## src/rtl/psum_writeback.sv

```systemverilog
// Collects core output vectors and writes each one to a 32-bit psum SRAM as WPV consecutive words.
// Optional build macro PSUM_WB_RELU_EN clamps negative lanes to zero when a vector is captured.
module psum_writeback #(
  parameter int col     = 8,
  parameter int psum_bw = 16,
  parameter int word_bw = 32,
  parameter int addr_bw = 11
) (
  input  logic                     clk,
  input  logic                     reset,
  input  logic                     start,
  input  logic [addr_bw-1:0]       base_addr,
  input  logic [addr_bw-1:0]       num_vec,
  input  logic                     in_valid,
  input  logic [psum_bw*col-1:0]   in_data,
  output logic                     in_ready,
  output logic                     sram_cen,
  output logic                     sram_wen,
  output logic [addr_bw-1:0]       sram_addr,
  output logic [word_bw-1:0]       sram_din,
  output logic                     busy,
  output logic                     done,
  output logic [1:0]               state_dbg
);

  localparam int VEC_BW = psum_bw * col;
  localparam int WPV    = VEC_BW / word_bw;
  localparam int IDX_BW = (WPV > 1) ? $clog2(WPV) : 1;
  localparam logic [IDX_BW-1:0] LAST_IDX = IDX_BW'(WPV - 1);

  typedef enum logic [1:0] {
    IDLE  = 2'd0,
    LOAD  = 2'd1,
    WRITE = 2'd2,
    DONE  = 2'd3
  } state_t;

  state_t state, state_nxt;

  logic [addr_bw-1:0] addr_cnt;
  logic [addr_bw-1:0] job_len;
  logic [addr_bw-1:0] vec_cnt;
  logic [addr_bw-1:0] vec_cnt_nxt;
  logic [IDX_BW-1:0]  word_idx;
  logic [IDX_BW-1:0]  nxt_idx;
  logic [VEC_BW-1:0]  vec_reg;
  logic [VEC_BW-1:0]  proc_data;
  logic [WPV-1:0][word_bw-1:0] vec_words;
  logic               last_word;

`ifdef PSUM_WB_RELU_EN
  always_comb begin
    proc_data = in_data;
    for (int i = 0; i < col; i++) begin
      if (in_data[psum_bw*i + psum_bw - 1]) proc_data[psum_bw*i +: psum_bw] = '0;
    end
  end
`else
  assign proc_data = in_data;
`endif

  assign vec_words   = vec_reg;
  assign nxt_idx     = word_idx + 1'b1;
  assign last_word   = (word_idx == LAST_IDX);
  assign vec_cnt_nxt = vec_cnt + 1'b1;

  // Handshake: a vector transfers on a rising edge where in_valid & in_ready;
  // in_ready is high only in LOAD and the producer holds in_data until then.
  assign in_ready  = (state == LOAD);
  assign busy      = (state != IDLE);
  assign done      = (state == DONE);
  assign state_dbg = state;

  always_ff @(posedge clk) begin
    if (!reset) state <= IDLE;
    else        state <= state_nxt;
  end

  always_comb begin
    state_nxt = state;
    case (state)
      IDLE:    if (start) state_nxt = (num_vec == '0) ? DONE : LOAD;
      LOAD:    if (in_valid) state_nxt = WRITE;
      WRITE:   if (last_word) state_nxt = (vec_cnt_nxt == job_len) ? DONE : LOAD;
      DONE:    state_nxt = IDLE;
      default: state_nxt = IDLE;
    endcase
  end

  // addr_cnt always points at the next word to be issued; SRAM ports are
  // loaded one cycle ahead so word k is on the port during WRITE cycle k.
  always_ff @(posedge clk) begin
    if (!reset) begin
      addr_cnt  <= '0;
      job_len   <= '0;
      vec_cnt   <= '0;
      word_idx  <= '0;
      vec_reg   <= '0;
      sram_cen  <= 1'b1;
      sram_wen  <= 1'b1;
      sram_addr <= '0;
      sram_din  <= '0;
    end else begin
      case (state)
        IDLE: begin
          if (start) begin
            addr_cnt <= base_addr;
            job_len  <= num_vec;
            vec_cnt  <= '0;
          end
        end
        LOAD: begin
          if (in_valid) begin
            vec_reg   <= proc_data;
            word_idx  <= '0;
            sram_cen  <= 1'b0;
            sram_wen  <= 1'b0;
            sram_addr <= addr_cnt;
            sram_din  <= proc_data[word_bw-1:0];
            addr_cnt  <= addr_cnt + 1'b1;
          end
        end
        WRITE: begin
          if (last_word) begin
            sram_cen <= 1'b1;
            sram_wen <= 1'b1;
            vec_cnt  <= vec_cnt_nxt;
          end else begin
            word_idx  <= nxt_idx;
            sram_addr <= addr_cnt;
            sram_din  <= vec_words[nxt_idx];
            addr_cnt  <= addr_cnt + 1'b1;
          end
        end
        default: ;
      endcase
    end
  end

endmodule
```

## config.mk

```make
export PLATFORM = sky130hd
export DESIGN_NAME = psum_writeback
export DESIGN_NICKNAME = d
export VERILOG_FILES = /design/src/rtl/psum_writeback.sv
export SDC_FILE = /design/constraint.sdc
export NUM_CORES = 1
export LEC_CHECK = 0
export ABC_AREA = 1
export BUFFER_PORTS_ARGS = -buffer_cell sky130_fd_sc_hd__buf_2
export CORE_ASPECT_RATIO = 0.9
export CORE_MARGIN = 2
export CORE_UTILIZATION = 35
export CTS_CLUSTER_DIAMETER = 120
export DETAILED_ROUTE_END_ITERATION = 8
export GPL_ROUTABILITY_DRIVEN = 0
export PLACE_DENSITY = 0.59
export SLEW_MARGIN = 20
export SYNTH_ARGS = -nofsm -noshare
export SYNTH_HDL_FRONTEND = slang
export SYNTH_SLANG_ARGS = --single-unit
```

## constraint.sdc

```tcl
create_clock -name clk -period 2.05 [get_ports clk]
set_input_delay 0.205 -clock clk [delete_from_list [all_inputs] [get_ports clk]]
set_output_delay 0.205 -clock clk [all_outputs]
set_load 0.02 [all_outputs]
```

==> results_dict.tcl, run 1 <==
set metrics [dict create \
    overflow 0 \
    viasPerCell 4.97 \
    synth_top_area_share_pct 46.0 \
    drc 0 \
    ys_top_cells_by_area "dfxtp_1 (46%), nor2_1 (15%), o21ai_0 (14%), a21oi_1 (5.4%), nand2_1 (4.4%)" \
    cts-root-buf "clkbuf_16" \
    start_util_pct 35.9 \
    die_w_um 174 \
    cts_buffers 24 \
    r2r_cells 6 \
    fin_crit_ns 1.90 \
    slew_violations 0 \
    r2r-start "state_dbg[0]$_SDFFE_PN0P_" \
    synth_cells 1290 \
    irDropWorstVdd_mv 0.579 \
    path_max_fanout 10 \
    area_delta_synth_final_pct 39.5 \
    rsz0062_at_grt "false" \
    final_antenna_net_count 0 \
    synth_top_area_cell "dfxtp_1" \
    top_usage_layer "met2" \
    fp-row-count 55 \
    criticalPathCategory "reg -> reg" \
    startpoint_type "flip-flop" \
    die_area_um2 27300 \
    grt_max_degree 76 \
    dp_hpwl_um 19700 \
    syn_area_per_cell_um2 7.05 \
    status "completed" \
    synth.distinct_cells 37 \
    groute.layer.met1.usage_pct 28.0 \
    clock_path_buffers 3 \
    die_y_um 157 \
    whs_path_depth 3 \
    synth_warnings 0 \
    synthesis.area_um2 9100 \
    p_per_area_nw_per_um2 1400 \
    leakage_nw 5.25 \
    min_to "vec_reg[66]$_SDFFE_PN0P_" \
    ys_seq_area_share_pct 46.0 \
    end_kind "flip-flop" \
    met3_usage_pct 3.50 \
    ys_ff_latch 209 \
    cp_data_required_time_ns 2.46 \
    maxCapViolations 0 \
    r2r_setup_slack_ns 0.15 \
    clkSlewWorstSetupHoldPaths_ns 0.06 \
    rr_endpoint "job_len[0]$_SDFFE_PN0P_" \
    synth_edf_count 0 \
    post_drt_wl_per_cell_um 15.3 \
    synth_fp_nets 1452 \
    ys.flop_type "dfxtp_1" \
    final_nets 1759 \
    dr_total_vias 9727 \
    fmax_ghz 0.526 \
    ys_async_sr_fraction_pct 0 \
    cts_htree_levels 1 \
    largest_reg_flops 128 \
    grt_first_pass_wirelength_um 47800 \
    io_pins 204 \
    drtIter0Drc 652 \
    antenna_found_initial 1 \
    first_global_vias 9293 \
    finalSetupViolCount 0 \
    hold_start "in_data[66]" \
    io_buffers 203 \
    hold_viol_final 0 \
    coreArea_um2 25300 \
    worstSkewPairLatency_ns 0.52 \
    drive_gt1_share_pct 18.9 \
    skew_ns 0.00956 \
    fin_setup_tns_ns 0 \
    hold_path_class "in -> reg" \
    drt-total-wl_um 30000 \
    tightestPinTransition_ns 0.572 \
    cts_tree "yes" \
    use_met2_pct 36.7 \
    cp.arrival_ns 2.31 \
    fin_crit_sh_pct 92.8 \
    post-route-util_pct 50.1 \
    drtPass1Iterations 5 \
    cts.sinks 209 \
    timing.max_slew.rel_slack_pct 61.8 \
    grt_usage_pct 21.4 \
    fill_cells 2581 \
]
worst max-delay path: stages (launching register included):
cell           delay [ns]
dfxtp_1              0.34
inv_1                0.15
ha_1                 0.25
nand2_1              0.22
o21ai_0              0.22
nor2_1               0.06
dlygate4sd3_1        0.55
synthesized netlist by cell type, drive strengths merged (3+ instances only):
cell	n
a31oi	4
o21ai	255
nor4	3
nand4	5
a211oi	9
a311oi	3
nand2	112
a221oi	3
xor2	3
o22ai	32
dfxtp	209
clkbuf	82
a21oi	101
nor3	3
nor2	360
inv	45
nand3	36
buf	12
ha	8
metal layers:
metal	wire, um	part of all wire (%)	vias up
met1	13500	45	4469
met2	14000	47	277
li1	-	-	4923
met3	1730	5.8	58
met4	847	2.8	0
met5	0	0	-
metrics by stage:
step                      power [mW]  setup WS [ns]  std cells  hold slack [ns]  cell area, um2
after floorplan                 10.8          0.115       1290            0.363            9100
after global placement          13.1          0.184       1776            0.456           10500
after detailed placement        13.2         0.0974       1776            0.462           10500
after CTS                       17.8         0.0827       1955          0.00449           12700
after global routing            19.0        0.00439       1957           0.0284           12700
final                           17.7          0.147       1957           0.0181           12700
final cells by class:
type / count / area (um2) / area share [%]
Antenna cell: 1 / 2.50 / 0.0197
Clock buffer: 36 / 737 / 5.80
Clock inverter: 7 / 63.8 / 0.503
Inverter: 46 / 180 / 1.42
Multi-Input combinational cell: 941 / 4400 / 34.6
Sequential cell: 209 / 4190 / 33.0
Tap cell: 342 / 428 / 3.37
Timing Repair Buffer: 375 / 2700 / 21.3
power by group:
group / switching (mW) / total (mW) / leakage (nW) / internal, mW
registers: 0.709 / 5.99 / 1.71 / 5.28
logic: 4.81 / 7.43 / 3.14 / 2.62
clock network: 1.72 / 4.32 / 0.401 / 2.60
placed cells by master (no fill, tap or decap), drive strengths merged, types with 3 or more instances in the layout:
master,instances
nor2,360
o21ai,255
buf,239
dfxtp,209
dlygate4sd3,136
nand2,112
a21oi,101
inv,45
nand3,36
clkbuf,36
o22ai,32
a211oi,9
ha,8
clkinv,7
nand4,5
a31oi,4
nor3,3
xor2,3
a311oi,3
nor4,3
a221oi,3
repair_timing:
item	in CTS	in global routing
hold endpoints to repair	152	0
hold buffers	136	0
setup buffers	0	1
gates resized for setup	0	8
endpoints found under the setup margin	0	39
how the worst max path moves through the flow:
stage                              startpoint                         to  slack [ns]  cells past startpoint
finish              state_dbg[0]$_SDFFE_PN0P_    job_len[0]$_SDFFE_PN0P_        0.15                      6
global route        state_dbg[0]$_SDFFE_PN0P_    job_len[0]$_SDFFE_PN0P_       0.004                      6
CTS                 state_dbg[0]$_SDFFE_PN0P_   word_idx[0]$_SDFFE_PN0P_        0.08                      8
detailed placement  state_dbg[0]$_SDFFE_PN0P_   word_idx[0]$_SDFFE_PN0P_         0.1                      8
global placement    state_dbg[0]$_SDFFE_PN0P_  sram_din[14]$_SDFFE_PN0P_        0.18                      9
floorplan           state_dbg[0]$_SDFFE_PN0P_   addr_cnt[8]$_SDFFE_PN0P_        0.12                     10
cells by family (layout without fill, tap and decap cells):
logic type	after synthesis	in the layout	share of synthesized area, %
other	0	1	0
AND/OR/NAND/NOR	521	521	22.8
AO/OA/AOI/OAI	408	408	23.6
XOR/XNOR	4	4	0.385
flip-flops	209	209	46.0
buffers and inverters	140	464	6.10
adder cells (fa/ha/maj)	8	8	1.10
(Power assumes the default switching activity.)
==> run 2, diff against run 1 <==
CORE_UTILIZATION = 54   (was 35)
PLACE_DENSITY = 0.83   (was 0.59)
==> results_dict.tcl, run 2 (same netlist as run 1, synthesis figures left out) <==
set metrics [dict create \
    largest_reg_flops 128 \
    post_cts_buffers 0 \
    hold_viol_final 0 \
    timing.max_slew.rel_slack_pct 53.6 \
    io_pins 204 \
    switching_share_pct 41.1 \
    overflow 0 \
    skew_ns 0.00940 \
    fin_crit_sh_pct 94.2 \
    pwr-share-clk_pct 24.0 \
    tightestPinTransition_ns 0.696 \
    clkSlewWorstSetupHoldPaths_ns 0.06 \
    startpoint_type "flip-flop" \
    p_per_area_nw_per_um2 1450 \
    hold_path_class "in -> reg" \
    cp.arrival_ns 2.29 \
    maxCapViolations 0 \
    cts.sinks 209 \
    cp_data_required_time_ns 2.41 \
    pre_cts_ws_ns -0.0874 \
    final_antenna_net_count 0 \
    diodes 0 \
    drive_gt1_share_pct 18.7 \
    grt_first_pass_wirelength_um 45700 \
    antenna_found_initial 0 \
    rsz0062_at_grt "false" \
    drtIter0Drc 864 \
    r2r_cells 9 \
    fmax_ghz 0.518 \
    first_global_vias 9497 \
    fin_crit_ns 1.93 \
    fp-row-count 45 \
    start_util_pct 54.6 \
    p_seq_share_pct 34.3 \
    die_w_um 141 \
    cts_tree "yes" \
    dr_total_vias 10200 \
    layout_setup_ws_ns 0.119 \
    final_nets 1710 \
    slew_violations 0 \
    grt_usage_pct 30.9 \
    fill_cells 1332 \
    fin_setup_tns_ns 0 \
    path_max_fanout 19 \
    leakage_nw 5.04 \
    cts_buffers 22 \
    dp_hpwl_um 16700 \
    drtPass1Iterations 6 \
    combPwrFrac_pct 41.7 \
    worstSkewPairLatency_ns 0.50 \
    criticalPathCategory "reg -> reg" \
    die_y_um 127 \
    cts_htree_levels 1 \
    grt_max_degree 131 \
    total_power_mw 17.5 \
    clock_path_buffers 3 \
    irDropWorstVdd_mv 0.876 \
    end_kind "flip-flop" \
    finalSetupViolCount 0 \
    p_int_mw 10.3 \
    coreArea_um2 16700 \
    die_area_um2 17900 \
    drt-total-wl_um 29200 \
    hold_slack_ns 0.00482 \
    net-switching-power_mw 7.19 \
    status "completed" \
    layout_common_cells "nor2_1 (357), o21ai_0 (253), dfxtp_1 (208)" \
    final_common_cell "nor2_1" \
    io_buffers 203 \
    post_drt_wl_per_cell_um 16.4 \
    viasPerCell 5.75 \
    whs_path_depth 3 \
    cts-root-buf "clkbuf_16" \
    area_delta_synth_final_pct 32.9 \
    drc 0 \
]
## run 2: cell count changes in the layout (fill, tap and decap cells not counted), moves of 2 or more
cell and change:
bufinv_16 +2, buf_4 -14, clkinvlp_4 +2, dlygate4sd3_1 -34, clkbuf_1 -2, buf_12 -2
buf_16 +2, clkbuf_8 -3, inv_4 -2
## run 2: through the flow
step / utilization, % / std cells / cell area, um2
CTS: 72.2 / 1773 / 12000
global route: 72.5 / 1774 / 12100
global placement: 61.4 / 1632 / 10200
floorplan: - / 1290 / 9100
detailed placement: 61.4 / 1632 / 10200
finish: 72.5 / 1774 / 12100
## run 2: what timing repair did
action                                  CTS  global route
endpoints found under the setup margin   40            38
cloned                                    0             1
resized for setup                         1             9
pin swaps                                 0             0
hold buffers                            102             0
hold endpoints to repair                103             0
## run 2: critical path, cell delays in order (launching register included)
cell and delay [ns]:
dfxtp_1 0.39, inv_1 0.11, ha_2 0.23, buf_6 0.17
nor3_1 0.24, nor2_1 0.11, nand2_4 0.07, clkinv_2 0.18
a21oi_1 0.23, a311oi_2 0.05
## run 2: path summary, 6_finish.rpt
path | start | end | slack (ns)
worst min-delay path | in_data[16] | vec_reg[16]$_SDFFE_PN0P_ | 0.005
worst min register to register | job_len[2]$_SDFFE_PN0P_ | job_len[2]$_SDFFE_PN0P_ | 0.47
worst max register to register | state_dbg[0]$_SDFFE_PN0P_ | addr_cnt[7]$_SDFFE_PN0P_ | 0.12
worst max-delay path | state_dbg[0]$_SDFFE_PN0P_ | addr_cnt[7]$_SDFFE_PN0P_ | 0.12
## run 2: power groups by stage
stage | Combinational [mW] | Clock, mW | Sequential [mW]
6_report | 7.31 | 4.21 | 6.00
5_1_grt | 8.09 | 4.40 | 6.11
4_1_cts | 7.03 | 4.23 | 5.97
3_5_place_dp | 6.82 | 0 | 6.04
3_3_place_gp | 6.65 | 0 | 6.02
2_1_floorplan | 4.39 | 0 | 6.40
## run 2: final cells by class
class	instances	area (um2)	area share [%]
multi-input cells	941	4390	36.3
flip-flops and latches	209	4190	34.6
repair buffers	328	2300	19.0
clock buffers	29	638	5.28
well taps	211	264	2.18
inverters	46	181	1.50
clock inverters	10	130	1.08
## run 2: routing by layer
metal | GRT usage, % | up-vias | part of all wire, %
met5 | 0 | - | 0
met4 | 13.5 | 0 | 4.1
met3 | 5.28 | 109 | 8.0
met2 | 53.0 | 533 | 47
met1 | 38.7 | 4732 | 40
li1 | - | 4823 | -
